**src/rtl/uart_rx_frontend.sv**
```systemverilog
// -----------------------------------------------------------------------------
// uart_rx_frontend
//
// Receives 8N1 UART bytes from an asynchronous serial pin. Each good byte is
// presented on a single-entry valid/ready buffer. Framing and overrun errors
// are reported as sticky flags.
//
// Parameters
//   CLKS_PER_BIT : clock cycles per UART bit (4..4095). The start bit is
//                  checked CLKS_PER_BIT/2 cycles into the bit. Every later
//                  bit is sampled one full bit period after the one before.
//
// Ports
//   clk        : single rising-edge clock
//   rst_n      : asynchronous active-low reset
//   rx         : raw serial line, idle high, asynchronous to clk
//   data_out   : received byte, held stable while data_valid is high
//   data_valid : data_out holds a byte the consumer has not yet taken
//   data_ready : consumer takes the byte on an edge where data_valid is high
//   frame_err  : sticky, a stop bit was sampled low
//   overrun    : sticky, a good byte arrived while the buffer was still full
//   clear_err  : synchronous clear of both sticky flags
// -----------------------------------------------------------------------------
module uart_rx_frontend #(
  parameter int CLKS_PER_BIT = 434
) (
  input  logic       clk,
  input  logic       rst_n,
  input  logic       rx,
  output logic [7:0] data_out,
  output logic       data_valid,
  input  logic       data_ready,
  output logic       frame_err,
  output logic       overrun,
  input  logic       clear_err
);

  localparam logic [11:0] BIT_LAST  = 12'(CLKS_PER_BIT - 1);
  localparam logic [11:0] HALF_LAST = 12'((CLKS_PER_BIT / 2) - 1);

  localparam logic [2:0] IDLE      = 3'd0;
  localparam logic [2:0] START     = 3'd1;
  localparam logic [2:0] DATA      = 3'd2;
  localparam logic [2:0] STOP      = 3'd3;
  localparam logic [2:0] WAIT_IDLE = 3'd4;

  logic        rx_meta;
  logic        rx_s;
  logic [2:0]  state;
  logic [11:0] cnt;
  logic [2:0]  idx;
  logic [7:0]  shift_reg;

  logic stop_sample;
  logic byte_good;
  logic load_byte;
  logic set_overrun;
  logic set_frame_err;

  // The stop-bit sample edge decides everything visible to the consumer.
  // A good byte may still load into a full buffer if the consumer empties it
  // on this same edge.
  assign stop_sample   = (state == STOP) && (cnt == BIT_LAST);
  assign byte_good     = stop_sample && rx_s;
  assign load_byte     = byte_good && (!data_valid || data_ready);
  assign set_overrun   = byte_good && data_valid && !data_ready;
  assign set_frame_err = stop_sample && !rx_s;

  // Two-flop synchronizer. It resets to the idle (high) level so that
  // releasing reset can never look like a start bit.
  always_ff @(posedge clk or negedge rst_n) begin
    if (!rst_n) begin
      rx_meta <= 1'b1;
      rx_s    <= 1'b1;
    end else begin
      rx_meta <= rx;
      rx_s    <= rx_meta;
    end
  end

  // Bit-timing FSM. cnt is cleared at every sample point, so it never wraps.
  always_ff @(posedge clk or negedge rst_n) begin
    if (!rst_n) begin
      state     <= IDLE;
      cnt       <= 12'd0;
      idx       <= 3'd0;
      shift_reg <= 8'd0;
    end else begin
      case (state)
        IDLE: begin
          if (!rx_s) begin
            state <= START;
            cnt   <= 12'd0;
          end
        end
        START: begin
          if (cnt == HALF_LAST) begin
            cnt <= 12'd0;
            idx <= 3'd0;
            // A line that is high again at mid-start-bit is treated as a glitch.
            state <= rx_s ? IDLE : DATA;
          end else begin
            cnt <= cnt + 12'd1;
          end
        end
        DATA: begin
          if (cnt == BIT_LAST) begin
            cnt       <= 12'd0;
            // LSB arrives first, so shift right and insert at the top.
            shift_reg <= {rx_s, shift_reg[7:1]};
            if (idx == 3'd7) begin
              state <= STOP;
            end else begin
              idx <= idx + 3'd1;
            end
          end else begin
            cnt <= cnt + 12'd1;
          end
        end
        STOP: begin
          if (stop_sample) begin
            cnt   <= 12'd0;
            // Returning to IDLE mid-stop-bit leaves margin for the next start.
            // A low stop bit may be a break, so wait for the line to go high.
            state <= rx_s ? IDLE : WAIT_IDLE;
          end else begin
            cnt <= cnt + 12'd1;
          end
        end
        WAIT_IDLE: begin
          if (rx_s) begin
            state <= IDLE;
          end
        end
        default: begin
          state <= IDLE;
          cnt   <= 12'd0;
        end
      endcase
    end
  end

  // Single-entry output buffer. A load on the same edge as a consume keeps
  // valid high with the new byte.
  always_ff @(posedge clk or negedge rst_n) begin
    if (!rst_n) begin
      data_out   <= 8'd0;
      data_valid <= 1'b0;
    end else if (load_byte) begin
      data_out   <= shift_reg;
      data_valid <= 1'b1;
    end else if (data_valid && data_ready) begin
      data_valid <= 1'b0;
    end
  end

  // Sticky error flags. Setting a flag takes priority over clearing it.
  always_ff @(posedge clk or negedge rst_n) begin
    if (!rst_n) begin
      frame_err <= 1'b0;
      overrun   <= 1'b0;
    end else begin
      if (set_frame_err) begin
        frame_err <= 1'b1;
      end else if (clear_err) begin
        frame_err <= 1'b0;
      end
      if (set_overrun) begin
        overrun <= 1'b1;
      end else if (clear_err) begin
        overrun <= 1'b0;
      end
    end
  end

endmodule

```
**config.mk**
```make
export PLATFORM = sky130hd
export DESIGN_NAME = uart_rx_frontend
export DESIGN_NICKNAME = d
export VERILOG_FILES = /design/src/rtl/uart_rx_frontend.sv
export SDC_FILE = /design/constraint.sdc
export NUM_CORES = 1
export LEC_CHECK = 0
export CORE_ASPECT_RATIO = 0.6
export CORE_MARGIN = 4
export CORE_UTILIZATION = 55
export CTS_CLUSTER_DIAMETER = 50
export DETAILED_ROUTE_END_ITERATION = 12
export PLACE_DENSITY_LB_ADDON = 0.08
export SLEW_MARGIN = 20
export SYNTH_ARGS = -nofsm -noshare
export SYNTH_HDL_FRONTEND = slang
export SYNTH_SLANG_ARGS = --single-unit
```
**constraint.sdc**
```tcl
create_clock -name clk -period 4.2 [get_ports clk]
set_clock_uncertainty 0.05 [all_clocks]
set_input_delay 0.84 -clock clk [delete_from_list [all_inputs] [get_ports clk]]
set_output_delay 0.84 -clock clk [all_outputs]
set_load 0.02 [all_outputs]
```
==> impl_metrics.py, run 1 <==
metrics = {
    "outcome": {
        "status": "complete, no violations",
    },
    "synthesis": {
        "syn_nets": 178,
        "syn_avg_cell_area_um2": 11.34,
        "synthArstFlopShare": 1.000,
        "synth.top_cells.by_area": "dfrtp_1, mux2_2, ha_1, nand2_1, dfstp_2",
        "synthXorXnorAreaFrac": 0.009192,
        "synth_top_family_by_area": "simple AND/OR/NAND/NOR gates",
        "syn_inst": 168,
        "yosysTopAreaCell": "dfrtp_1",
        "synth-simple-area-share": 0.1694,
        "ys_ff_latch": 39,
        "yosysUniqueCellTypes": 41,
        "ys_seq_area_frac": 0.5135,
        "yosysTopAreaCellShare": 0.4859,
        "synth_edf_count": 0,
        "synth_mux_area_frac": 0.1005,
        "synth_fa_ha_area_frac": 0.03283,
        "synth_top_flop_cell": "dfrtp_1",
        "yosys_warnings": 0,
        "netlist_area_mm2": 0.001906,
        "synth_compound_area_frac": 0.1280,
    },
    "global_route": {
        "globalRouteOverflowTotal": 0,
        "antenna_found_initial": 0,
        "gr-usage-all-layers": 0.1796,
        "grt_pass1_vias": 1221,
        "grt_pass1_wl_um": 6016,
        "grt_start_max_net_pins": 40,
    },
    "worst_hold_path": {
        "hold_path_startpoint": "rx_meta",
        "holdPathEnd": "rx_s",
        "min_path_cells": 0,
        "hold_path.class": "reg2reg",
    },
    "routing": {
        "route.met3.wl_um": 176,
        "dr_wl_met2_um": 1376,
        "drtIter0Drc": 96,
        "postRouteAntennaNets": 0,
        "firstDrtPassIters": 4,
        "route.vias.total": 1303,
        "avgViaCountPerCell": 5.665,
        "wl_um": 3513,
        "maxUsedRoutingLayer": "met4",
        "drt-wirelength-per-cell_um": 15.27,
        "met1_length_um": 1918,
        "drc": 0,
    },
    "setup_path": {
        "worstPathArrival_ps": 2530,
        "ff2ff_path_depth": 5,
        "cp-start-kind": "flip-flop",
        "crit_required_ps": 4320,
        "cp-end-kind": "flip-flop",
        "reg2reg_slack_ps": 1790,
        "worstSetupPathType": "reg2reg",
        "crit_fanout": 22,
        "reg2reg_to": "cnt[3]",
        "r2r-start": "cnt[2]",
    },
    "sta": {
        "slew_headroom": 0.4301,
        "setup_viol": 0,
        "tightest_slew_ps": 849.9,
        "rsz0062_at_grt": "false",
        "max_freq_ghz": 0.4153,
        "fin_crit_sh": 0.5734,
        "setup_tns_ps": 0,
        "period_needed_ps": 2408,
        "final_max_slew_viol_count": 0,
        "fin_ws_ps": 1792,
        "final-hold-violation-count": 0,
    },
    "floorplanning": {
        "rows": 16,
        "coreArea_mm2": 0.003283,
        "start_util": 0.5804,
        "die_height_um": 53.60,
        "fp.dieW_um": 83.99,
        "io_pins": 16,
        "dieArea_mm2": 0.004501,
    },
    "cells_and_area": {
        "fin_nets": 194,
        "layout_commonest_cell": "dfrtp_1",
        "design_area_mm2": 0.002156,
        "antenna_cells": 0,
        "n_fill_cell": 250,
        "largest_reg_flops": 12,
        "final_cell_mix": "dfrtp_1, mux2_2, nand2_1",
        "syn2layout_area_growth_pct": 13.13,
        "drive_above_1_share": 0.2162,
    },
    "power_and_ir_drop": {
        "peakVddDrop_mv": 0.2179,
        "fin_total_pwr_uw": 672.1,
        "pwr_density_cell_mw_per_mm2": 311.8,
        "p_leak_uw": 0.0009874,
    },
    "clock_tree": {
        "cts_resized": 0,
        "cts_tree": "built",
        "clk_pin_slew_ps": 80,
        "holdBufCountCts": 0,
        "clk_path_buf_depth": 2,
        "postCtsSetupBuffers": 0,
        "cts_sinks": 39,
        "cts_buffers": 5,
        "root_buffer": "clkbuf_8",
        "clk_latency_ps": 300,
        "h-tree-depth": 2,
    },
    "place": {
        "port-buffer-count": 15,
        "pre_cts_slack_ps": 1808,
        "place_congestion": 0.8834,
        "detailed_place_hpwl_um": 2457,
        "place_area_mm2": 0.002052,
    },
    "flow_run": {
        "drv_cap": 0,
    },
}
## kinds of logic (layout without fill, tap and decap cells)
logic type      after synthesis  in the layout
fa+ha+maj                     5              5
flops                        39             39
compound gates               36             36
xor+xnor                      2              2
buf+inv                      15             32
simple gates                 54             54
mux                          17             17
## per-stage QoR
| stage | hold WS [ps] | cells | utilization |
|---|---|---|---|
| finish | 307.8 | 230 | 0.6566 |
| global route | 314.3 | 230 | 0.6566 |
| CTS | 308.6 | 230 | 0.6566 |
| detailed placement | 297.5 | 222 | 0.6250 |
| global placement | 297.4 | 222 | 0.6250 |
| floorplan | 295.2 | 168 | - |
## synthesized netlist by cell type, types with 2 or more instances
master	number
a21oi_1	10
a22o_1	4
a31oi_1	3
and3_2	2
buf_6	4
dfrtp_1	37
dfstp_2	2
ha_1	5
inv_1	9
mux2_2	17
nand2_1	16
nand3_1	7
nand3b_1	2
nand4_1	2
nor2_1	9
nor3_1	3
o21ai_0	8
o21ai_1	2
o22ai_1	2
or2b_2	2
xor2_1	2
## critical path, cell delays in order, from the launching register on
cell	delay, ps
dfrtp_1	460
or4_4	600
or4b_4	550
o2bb2ai_2	320
a21oi_1	220
o21ai_0	90
## power by group
part	switching [uW]	internal (uW)
Combinational	7.53	3.00
Clock	133	149
Sequential	1.69	377
Total	143	529
## how the worst max path moves through the flow
stage	from	end	slack, ps	depth (start not counted)
2_1_floorplan	cnt[2]	cnt[7]	2020	6
3_3_place_gp	cnt[2]	cnt[9]	1890	5
3_5_place_dp	cnt[2]	cnt[6]	1810	5
4_1_cts	cnt[2]	cnt[6]	1800	5
5_1_grt	cnt[2]	cnt[9]	1690	5
6_report	cnt[2]	cnt[3]	1790	5
## per-layer routing
metal / up-vias / track usage
met5: - / 0
met4: 0 / 0.07219
met3: 5 / 0.06269
met2: 32 / 0.2414
met1: 635 / 0.2629
li1: 631 / -
## cell type report
| type | instances | area, um2 | area share |
|---|---|---|---|
| Clock buffer | 7 | 96.34 | 0.04469 |
| Clock inverter | 1 | 7.507 | 0.003482 |
| Inverter | 9 | 33.78 | 0.01567 |
| Multi-Input combinational cell | 114 | 838.3 | 0.3889 |
| Sequential cell | 39 | 978.4 | 0.4539 |
| Tap cell | 45 | 56.30 | 0.02612 |
| Timing Repair Buffer | 15 | 145.1 | 0.06732 |
(Power assumes the default switching activity.)
==> run 2, diff against run 1 <==
- CORE_UTILIZATION: 55 -> 51
- clock period: 4.2 -> 2.15 ns (I/O delays scaled with it)
==> run 2 against run 1 <==
Against the previous run:
- final area up 11%
- the flow now finishes with violations (negative setup slack)
- fmax up 9.2%
- sequential power increased by 96%
- largest power group unchanged
- largest cell class unchanged
- register-to-register slack worse by 1800 ps
- wire length increased by 26%
- die area up 6.9%
- setup slack got worse by 1800 ps
- via count increased by 16%
- global-route usage up 1.0 points
- combinational power up 110%
- final cell count increased by 8.3%
- highest routed layer unchanged
==> impl_metrics.py, run 2 (same netlist as run 1, synthesis figures left out) <==
metrics = {
    "setup_path": {
        "slowest_delay_ps": 570,
        "cp-start-kind": "flip-flop",
        "crit_required_ps": 2280,
        "ff2ff_path_depth": 5,
        "crit_slowest_cell": "or4b_4",
        "crit_fanout": 11,
        "worstPathArrival_ps": 2330,
        "reg2reg_to": "cnt[2]",
        "timing.critical_path.to": "cnt[2]",
        "worstSetupPathType": "reg2reg",
        "reg2reg_slack_ps": -60,
        "critical_path.cell_chain": "or4_4 -> or4b_4 -> o2bb2ai_2 -> nand3b_1 -> nand3_1",
        "cp-end-kind": "flip-flop",
        "r2r-start": "cnt[9]",
        "crit_start": "cnt[9]",
    },
    "cells_and_area": {
        "final_cell_mix": "dfrtp_1, buf_4, mux2_2, nand2_1, clkdlybuf4s50_1",
        "drive_above_1_share": 0.3284,
        "multi_input_area_um2": 943.4,
        "register_area_um2": 979.7,
        "n_fill_cell": 229,
        "largest_reg_flops": 12,
        "syn2layout_area_growth_pct": 26.13,
        "layout_commonest_cell": "dfrtp_1",
        "fin_nets": 213,
        "antenna_cells": 0,
    },
    "clock_tree": {
        "h-tree-depth": 2,
        "clk_pin_slew_ps": 80,
        "root_buffer": "clkbuf_8",
        "cts_sinks": 39,
        "cts_buffers": 5,
        "clk_path_buf_depth": 2,
        "holdBufCountCts": 0,
        "clk_latency_ps": 290,
        "cts_tree": "built",
    },
    "global_route": {
        "antenna_found_initial": 0,
        "grt_pass1_vias": 1429,
        "gr-usage-all-layers": 0.1899,
        "globalRouteOverflowTotal": 0,
        "grt_pass1_wl_um": 7100,
        "grt_start_max_net_pins": 40,
    },
    "sta": {
        "setup_tns_ps": -411.8,
        "final-hold-violation-count": 0,
        "slew_headroom": 0.4839,
        "final_max_slew_viol_count": 0,
        "max_freq_ghz": 0.4535,
        "setup_viol": 12,
        "tightest_slew_ps": 766.0,
        "period_needed_ps": 2205,
        "whs_ps": 124.4,
        "rsz0062_at_grt": "true",
        "fin_crit_sh": 1.026,
        "fin_ws_ps": -55.26,
    },
    "place": {
        "place_congestion": 0.7814,
        "pre_cts_slack_ps": -260.2,
        "detailed_place_hpwl_um": 2874,
        "port-buffer-count": 15,
    },
    "routing": {
        "avgViaCountPerCell": 6.052,
        "drt-wirelength-per-cell_um": 17.76,
        "postRouteAntennaNets": 0,
        "drc": 0,
        "firstDrtPassIters": 5,
        "route.vias.total": 1507,
        "drtIter0Drc": 122,
        "wl_um": 4422,
    },
    "floorplanning": {
        "fp.dieW_um": 86.92,
        "start_util": 0.5567,
        "rows": 16,
        "die_height_um": 55.35,
        "dieArea_mm2": 0.004811,
        "coreArea_mm2": 0.003423,
        "io_pins": 16,
    },
    "power_and_ir_drop": {
        "p_leak_uw": 0.001111,
        "pwr_density_cell_mw_per_mm2": 580.8,
        "peakVddDrop_mv": 0.5046,
    },
    "flow_run": {
        "drv_cap": 0,
    },
    "worst_hold_path": {
        "hold_path.class": "in2async",
    },
    "outcome": {
        "status": "finished with violations",
        "violations": "negative setup slack",
    },
}
-- run 2: final cells by class --
type                    count  share of cell area
clock buffers               6             0.03436
clock inverters             2             0.01458
inverters                   9             0.01406
multi-input cells         116              0.3925
flip-flops and latches     39              0.4076
well taps                  45             0.02343
repair buffers             32              0.1135
-- run 2: how the worst min path moves through the flow --
stage	cells after the start	slack, ps	start	endpoint
after global placement	0	300	rx_meta	rx_s
final	2	120	rst_n	cnt[3]
after global routing	2	170	rst_n	cnt[3]
after floorplan	0	80	rst_n	cnt[0]
after detailed placement	0	300	rx_meta	rx_s
after CTS	2	150	rst_n	data_out[7]
-- run 2: stage by stage --
step,util,instance area (um2),power (uW),std cells
floorplan,-,1906,756.1,168
global placement,0.6257,2142,776.6,234
detailed placement,0.6257,2142,777.6,234
CTS,0.6846,2344,1405,245
global route,0.7021,2404,1445,249
finish,0.7021,2404,1396,249
-- run 2: critical path: cells and delay by family (launching register included) --
kind            cells  cell delay (ps)
compound gates      1              270
flops               1              410
simple gates        4             1350
-- run 2: repair_timing --
action / 4_1_cts / 5_1_grt
resized for setup: 9 / 8
gates cloned: 1 / 1
setup buffers: 2 / 3
pin swaps: 2 / 1
setup endpoints to repair: 33 / 33
-- run 2: power breakdown --
group	internal, uW	switching, uW	leakage, uW
sequential	737	4.11	0.000522
clock	375	258	0.0000612
combinational	6.99	14.9	0.000529
total	1120	277	0.00111
-- run 2: routing by layer --
layer  routed length, um  part of all wire  track usage  up-vias
li1                    -                 -            -      679
met1                1997              0.45       0.2774      731
met2                1963              0.44       0.2616       84
met3                 401             0.091      0.07281       13
met4                  60             0.014      0.04889        0
met5                   0                 0            0        -
==> run 3, diff against run 2 <==
- SLEW_MARGIN: 20 -> default
==> results of run 3 <==
The final DEF is identical to that of run 2; final timing and power are the same.
